**src/rtl/clock_time_ctrl.sv**
```systemverilog
// clock_time_ctrl: divides clk into a 1 Hz tick, cascades sec->min->hour
// while running, and lets the user step hours then minutes in set mode.
module clock_time_ctrl #(
    parameter int TICK_DIV = 50_000_000,
    parameter int SEC_MAX  = 59,
    parameter int MIN_MAX  = 59,
    parameter int HOUR_MAX = 23
) (
    input  logic       clk,
    input  logic       reset,
    input  logic       btn_mode,
    input  logic       btn_inc,
    output logic       tick,
    output logic [5:0] sec,
    output logic [5:0] min,
    output logic [4:0] hour,
    output logic [1:0] mode
);
    localparam int PW = ($clog2(TICK_DIV) < 1) ? 1 : $clog2(TICK_DIV);
    localparam logic [PW-1:0] PRE_LAST  = PW'(TICK_DIV - 1);
    localparam logic [PW-1:0] PRE_ZERO  = PW'(0);
    localparam logic [PW-1:0] PRE_ONE   = PW'(1);
    localparam logic [5:0]    SEC_LAST  = 6'(SEC_MAX);
    localparam logic [5:0]    MIN_LAST  = 6'(MIN_MAX);
    localparam logic [4:0]    HOUR_LAST = 5'(HOUR_MAX);

    typedef enum logic [1:0] {
        ST_RUN      = 2'b00,
        ST_SET_HOUR = 2'b01,
        ST_SET_MIN  = 2'b10
    } state_t;

    // Increment a 6-bit field, wrapping to zero after its terminal value.
    function automatic logic [5:0] wrap_inc6(input logic [5:0] v, input logic [5:0] last);
        logic [5:0] r;
        if (v == last) r = 6'd0;
        else           r = v + 6'd1;
        return r;
    endfunction

    // Increment a 5-bit field, wrapping to zero after its terminal value.
    function automatic logic [4:0] wrap_inc5(input logic [4:0] v, input logic [4:0] last);
        logic [4:0] r;
        if (v == last) r = 5'd0;
        else           r = v + 5'd1;
        return r;
    endfunction

    state_t          state_r, state_s;
    logic [PW-1:0]   pre_r, pre_s;
    logic [5:0]      sec_r, sec_s;
    logic [5:0]      min_r, min_s;
    logic [4:0]      hour_r, hour_s;
    logic            mode_q_r, inc_q_r;
    logic            mode_press_s, inc_press_s, tick_s;

    // A mode press wins over a simultaneous inc press.
    assign mode_press_s = btn_mode & ~mode_q_r;
    assign inc_press_s  = btn_inc & ~inc_q_r & ~mode_press_s;
    assign tick_s       = (state_r == ST_RUN) && (pre_r == PRE_LAST);

    assign tick = tick_s;
    assign sec  = sec_r;
    assign min  = min_r;
    assign hour = hour_r;
    assign mode = state_r;

    // Next-state logic: mode sequencing, prescaler, run cascade and set stepping.
    always_comb begin
        state_s = state_r;
        pre_s   = pre_r;
        sec_s   = sec_r;
        min_s   = min_r;
        hour_s  = hour_r;
        case (state_r)
            ST_RUN: begin
                if (tick_s) begin
                    pre_s = PRE_ZERO;
                    sec_s = wrap_inc6(sec_r, SEC_LAST);
                    if (sec_r == SEC_LAST) begin
                        min_s = wrap_inc6(min_r, MIN_LAST);
                        if (min_r == MIN_LAST) hour_s = wrap_inc5(hour_r, HOUR_LAST);
                        else                   hour_s = hour_r;
                    end else begin
                        min_s  = min_r;
                        hour_s = hour_r;
                    end
                end else begin
                    pre_s = pre_r + PRE_ONE;
                end
                // Any pending tick above is still applied on the leaving edge.
                if (mode_press_s) begin
                    state_s = ST_SET_HOUR;
                    pre_s   = PRE_ZERO;
                end else begin
                    state_s = ST_RUN;
                end
            end
            ST_SET_HOUR: begin
                pre_s = PRE_ZERO;
                if (mode_press_s)     state_s = ST_SET_MIN;
                else if (inc_press_s) hour_s  = wrap_inc5(hour_r, HOUR_LAST);
                else                  state_s = ST_SET_HOUR;
            end
            ST_SET_MIN: begin
                pre_s = PRE_ZERO;
                if (mode_press_s) begin
                    // Restart the second cleanly so the first tick is a full period away.
                    state_s = ST_RUN;
                    sec_s   = 6'd0;
                end else if (inc_press_s) begin
                    min_s = wrap_inc6(min_r, MIN_LAST);
                end else begin
                    state_s = ST_SET_MIN;
                end
            end
            default: begin
                state_s = ST_RUN;
                pre_s   = PRE_ZERO;
            end
        endcase
    end

    // State registers; button history resets high so a held button is not a press.
    always_ff @(posedge clk or negedge reset) begin
        if (!reset) begin
            state_r  <= ST_RUN;
            pre_r    <= PRE_ZERO;
            sec_r    <= 6'd0;
            min_r    <= 6'd0;
            hour_r   <= 5'd0;
            mode_q_r <= 1'b1;
            inc_q_r  <= 1'b1;
        end else begin
            state_r  <= state_s;
            pre_r    <= pre_s;
            sec_r    <= sec_s;
            min_r    <= min_s;
            hour_r   <= hour_s;
            mode_q_r <= btn_mode;
            inc_q_r  <= btn_inc;
        end
    end
endmodule

```
**config.mk**
```make
export PLATFORM = sky130hd
export DESIGN_NAME = clock_time_ctrl
export DESIGN_NICKNAME = d
export VERILOG_FILES = /design/src/rtl/clock_time_ctrl.sv
export SDC_FILE = /design/constraint.sdc
export NUM_CORES = 1
export LEC_CHECK = 0
export BUFFER_PORTS_ARGS = -buffer_cell sky130_fd_sc_hd__buf_2
export CORE_MARGIN = 10
export CORE_UTILIZATION = 55
export DETAILED_ROUTE_END_ITERATION = 12
export HOLD_SLACK_MARGIN = 0.02
export PLACE_DENSITY = 0.8
export RECOVER_POWER = 25
export SETUP_SLACK_MARGIN = 0.02
export SKIP_CTS_REPAIR_TIMING = 1
export SLEW_MARGIN = 20
export SYNTH_ARGS = -nofsm -noshare
export SYNTH_HDL_FRONTEND = slang
export SYNTH_SLANG_ARGS = --single-unit
```
**constraint.sdc**
```tcl
create_clock -name clk -period 2.6 [get_ports clk]
set_input_delay 0.52 -clock clk [delete_from_list [all_inputs] [get_ports clk]]
set_output_delay 0.52 -clock clk [all_outputs]
set_load 0.03 [all_outputs]
```
; ---- Yosys cells after proc, flatten, opt, wreduce, memory -nomap -nowiden
; Index checks and enable logic that the tools add are counted.
[word_totals]
regBits = 47
input_bits = 4
[op_classes]
add_sub_neg = 4
eq_ne = 16
muxes = 26
bitwise = 6
n_reduce_logical = 8
[ops]
columns = cell, n
row1 = 26-bit two-way mux, 3
row2 = 6-bit two-way mux, 8
row3 = 5-bit two-way mux, 6
row4 = 26-bit by 1-bit adder with 26-bit output (second input constant), 1
row5 = 26-bit == test (second input constant), 1
row6 = 6-bit one-hot mux with 2 select lines, 2
row7 = 6-bit by 1-bit adder with 6-bit output (second input constant), 2
row8 = 6-bit == test (second input constant), 2
row9 = 2-bit != test (second input constant), 6
row10 = 5-bit one-hot mux with 2 select lines, 1
row11 = 2-bit two-way mux, 4
row12 = 3-bit != test (second input constant), 2
row13 = 2-bit one-hot mux with 3 select lines, 1
row14 = 6-bit AND reduction, 1
row15 = 5-bit by 1-bit adder with 5-bit output (second input constant), 1
row16 = 5-bit == test (second input constant), 1
row17 = 5-bit AND reduction, 1
row18 = 2-bit by 1-bit != test with 1-bit output (second input constant), 2
row19 = 2-bit nonzero test, 2
row20 = 1-bit bitwise AND, 3
row21 = 1-bit NOT, 3
row22 = 3-bit AND reduction, 1
row23 = 2-bit by 1-bit == test with 1-bit output (second input constant), 1
row24 = 2-bit == test (second input constant), 1
row25 = other kinds (4), 4

; ---- Depth between registers and ports, before layout
[logic_depth]
ltp_word = 7
mapped_depth = 8
ltp_nobuf = 7

; ---- Worst setup path after synthesis
; OpenSTA, ideal clock, no wires.
[synth_path]
kind = register to register
start = register sec_r[0] (netlist: sec[0])
end = register min_r[2] (netlist: min[2])
setup_time_ps = 125
t_arrival_ps = 2477
required_ps = 2475
slack_ps = -3
path_stages_with_launch = 9
path_buffers = 1
period_less_slack_ps = 2603
path_cell_list = dfrtp_1 ha_1 nand2b_1 or3_1 clkbuf_1 or4_1 a21o_1 or2_4 mux2_4
[synth_via]
elab_chain_len = 3
[synth_rtl]
columns = element, line_no
row1 = start: declaration, 51  ; logic [5:0] sec_r, sec_s;
row2 = start signal: assignment, 137  ; sec_r <= sec_s;
row3 = 6-bit == test, 80  ; if (sec_r == SEC_LAST) begin
row4 = 2-bit by 1-bit != test with 1-bit output (no source line), -
row5 = 5-bit AND reduction (no source line), -
row6 = end signal: assignment, 138  ; min_r <= min_s;
row7 = end: declaration, 52  ; logic [5:0] min_r, min_s;
; Every way passes these cells.
; A chain may end at the register's enable or synchronous reset.

; ---- Final worst setup path
[layout_path]
start = register pre_r[0]
end = output port tick
[layout_via]
elab_chain_len = 2
[layout_rtl]
columns = element, line_no
row1 = start: declaration, 50  ; logic [PW-1:0] pre_r, pre_s;
row2 = start signal: assignment, 136  ; pre_r <= pre_s;
row3 = 26-bit == test, 60  ; assign tick_s = (state_r == ST_RUN) && (pre_r == PRE_LAST);
row4 = 1-bit logical AND, 60
row5 = end: declaration, 13  ; output logic tick,
; Every way passes these cells.

==> key figures <==
Place
  • Detailed Place HPWL: between 3000 and 4000 microns
  • Post-place setup slack: ~0.19 ns
  • Inst Count DP: 317
  • PortBufs: 23
  • Routability Congestion: 0.781

STA
  • Clock Skew: 0.00334 ns
  • Crit share post-route: between 90% and 100%
  • Worst-Margin Slew: 0.802 ns
  • Crit path time final: around 2.5 ns
  • Max_slew headroom: between 40 and 50%
  • Final hold vios: 0
  • RSZ-0062 raised after global routing: no
  • Setup TNS Final: 0 ns
  • Fmax: between 0.4 and 0.5 GHz
  • Final worst slack: around 0.15 ns
  • Max Slew Vio Count: 0
  • # setup viols final: 0

Yosys
  • Mapped Cells: 243
  • FFs w/ async S/R, synth: 100%
  • Flops & latches, synth: 47
  • Top-area cell type share of the netlist area: between 40 and 50%
  • Synthesis warning total: 0
  • Largest family of logic cells by synthesized area: simple AND/OR/NAND/NOR gates
  • Top cells by area, synth: dfrtp_1 48%, xor2_1 6.3%, nor2_1 5.4%
  • Top_reg_cell synth: dfrtp_1
  • Mean post-synth cell area: about 10 sq um
  • Post-Syn Nets: approximately 250
  • Xor/xnor share of the synthesized area: around 9.6%
  • Post-synth EDFFs: 0
  • Cell variety after synth: 43
  • Mux cell area share after synthesis: between 2 and 3%
  • Area leader, netlist: dfrtp_1
  • Sequential share of the synthesized area: around half
  • Synth Area in Compound Gates: 7.72%
  • Synth Area in Adders: 2.11%
  • Simple-gate share of the synthesized area: between 20% and 30%
  • Syn Std Cell Area: between 0.002 and 0.0025 sq mm

Clock network
  • Clock Path Buffers: 2
  • Sink Count: 47
  • Clk_lat worst skew: 0.30 ns
  • CTS tree: built
  • Worst-path clk slew: roughly 0.09 ns
  • Total CTS buffers: 5
  • CTS H-tree depth: 2
  • CTS root buf: clkbuf_8

Final layout
  • Fillcell total: approximately 340
  • Ratio of cells with drive above 1 in the final layout: about a fifth
  • Antenna fix cells: 0
  • Most frequent cells in the layout: 43 x dfrtp_1, 34 x nor2_1, 24 x nand2_1, 22 x buf_2, 17 x xor2_1
  • Synth-to-layout area growth: 14.2%
  • Finished Layout Cells: about 330
  • Nets@finish: ~280
  • Most common cell after layout, fill and taps aside: dfrtp_1
  • Layout Utilization: between 60 and 70%

Setup path
  • R2R cell count: 7
  • CP startpoint kind: flop
  • CP endpoint: tick
  • Critical Path Fanout Max: 6
  • R2R Path End: min[2]
  • CP arrival: slightly below 2 ns
  • Critical Path End Type: output pin
  • R2R setup slack: roughly 0.16 ns
  • Crit path required time: between 2 and 2.5 ns
  • Crit path launch: pre_r[0]
  • R2r startpoint: pre_r[0]
  • Critical path class: reg -> out

Route
  • DR vias/cell: 5.63
  • DRT Pass-1 Iters: 4
  • Vias: about 1.8k
  • Total routed wirelength: approximately 4600 microns
  • Avg WL per Cell: approximately 14 microns
  • Iteration-0 DRC Markers: 65
  • Final ANT Viol Nets: 0
  • Residual DRC: 0

Floorplanning
  • I/O Pins: 24
  • Row cnt: 23
  • Die X: 85.6 microns
  • Die Ht: between 80 and 90 microns
  • Initial Util: ~58%
  • Die area: approximately 0.0073 sq mm
  • CORE AREA: approximately 0.0041 sq mm

Run status
  • Outcome: complete, no violations

GRT
  • Total grt overflow: 0
  • Largest net degree at the start of global routing: 19
  • Total GRT Usage: about an eighth
  • First-pass GRT wire length: 7980 microns
  • Initial antenna violation count: 0
  • Vias in the first global route: roughly 1.7k

Power
  • VDD IR max: roughly 0.00044 V
  • Total power: roughly 2.3 mW
  • Leak: about 1.2 nW
  • PwrDens: 847 mW/mm^2

Worst hold path
  • Hold Crit Class: in -> async

Flow run
  • Max-cap viol count: 0
-- critical path, stage by stage (launching register included) --
cell	delay, ns
dfrtp_1	0.40
ha_1	0.22
and4_4	0.28
nand4_4	0.14
nor4_4	0.33
buf_2	0.26
-- power breakdown --
| group | switching [mW] | internal, mW |
|---|---|---|
| combinational | 0.469 | 0.251 |
| clock | 0.251 | 0.286 |
| sequential | 0.178 | 0.855 |
| total | 0.898 | 1.39 |
-- synthesized netlist by cell type (2+ instances only) --
master / count
xor2_1: 17
dfrtp_1: 45
o21ai_0: 12
or3_1: 5
or2_2: 2
clkbuf_1: 7
o31ai_1: 2
nand2b_1: 2
nor2b_1: 2
nor2_1: 34
and2_1: 2
a21oi_1: 3
nand3_1: 16
ha_1: 4
and4_1: 3
nand4_1: 4
dfstp_2: 2
o211ai_1: 2
a31oi_1: 3
nor3_1: 10
xnor2_1: 9
and3_1: 3
nor4_1: 2
nand3b_1: 2
nand2_1: 24
inv_1: 4
nor3b_1: 3
mux2_2: 4
-- registers in the layout, summed over array words and instances (netlist names) --
name      flops
sec           6
mode_q_r      1
inc_q_r       1
hour          5
mode          2
pre_r        26
min           6
-- worst min-delay path by stage --
stage                  start  endpoint  slack [ns]
floorplan              reset   hour[0]        0.22
global placement       reset  pre_r[6]        0.44
detailed placement     reset  pre_r[6]        0.45
CTS                    reset  pre_r[6]        0.11
global route        btn_mode  mode_q_r        0.30
finish                 reset  pre_r[6]        0.27
-- layer usage --
layer | part of all wire, % | GRT usage, % | vias up
met5 | 0 | 0 | -
met4 | 1.4 | 4.94 | 0
met3 | 4.4 | 3.69 | 9
met2 | 46 | 21.0 | 23
met1 | 48 | 16.3 | 883
li1 | - | - | 914
-- kinds of logic (layout without fill, tap and decap cells) --
| logic type | count (synthesis) | in the layout |
|---|---|---|
| compound gates | 29 | 29 |
| xor+xnor | 26 | 26 |
| buf+inv | 11 | 43 |
| fa+ha+maj | 4 | 4 |
| simple gates | 121 | 121 |
| flops | 47 | 47 |
| mux | 5 | 5 |
-- per-stage QoR --
stage | hold WS (ns) | cell area (sq um)
4_1_cts | 0.107 | 2700
5_1_grt | 0.303 | 2700
6_report | 0.268 | 2700
3_5_place_dp | 0.445 | 2590
3_3_place_gp | 0.442 | 2590
2_1_floorplan | 0.224 | 2380
-- final cells by class --
class	instances	area, sq um	area share, %
Sequential cell	47	1180	43.7
Clock buffer	5	68.8	2.55
Timing Repair Buffer	31	170	6.29
Tap cell	50	62.6	2.31
Inverter	4	15.0	0.555
Clock inverter	3	43.8	1.62
Multi-Input combinational cell	185	1160	43.0
Note: power is estimated with default switching activity, not from simulation.
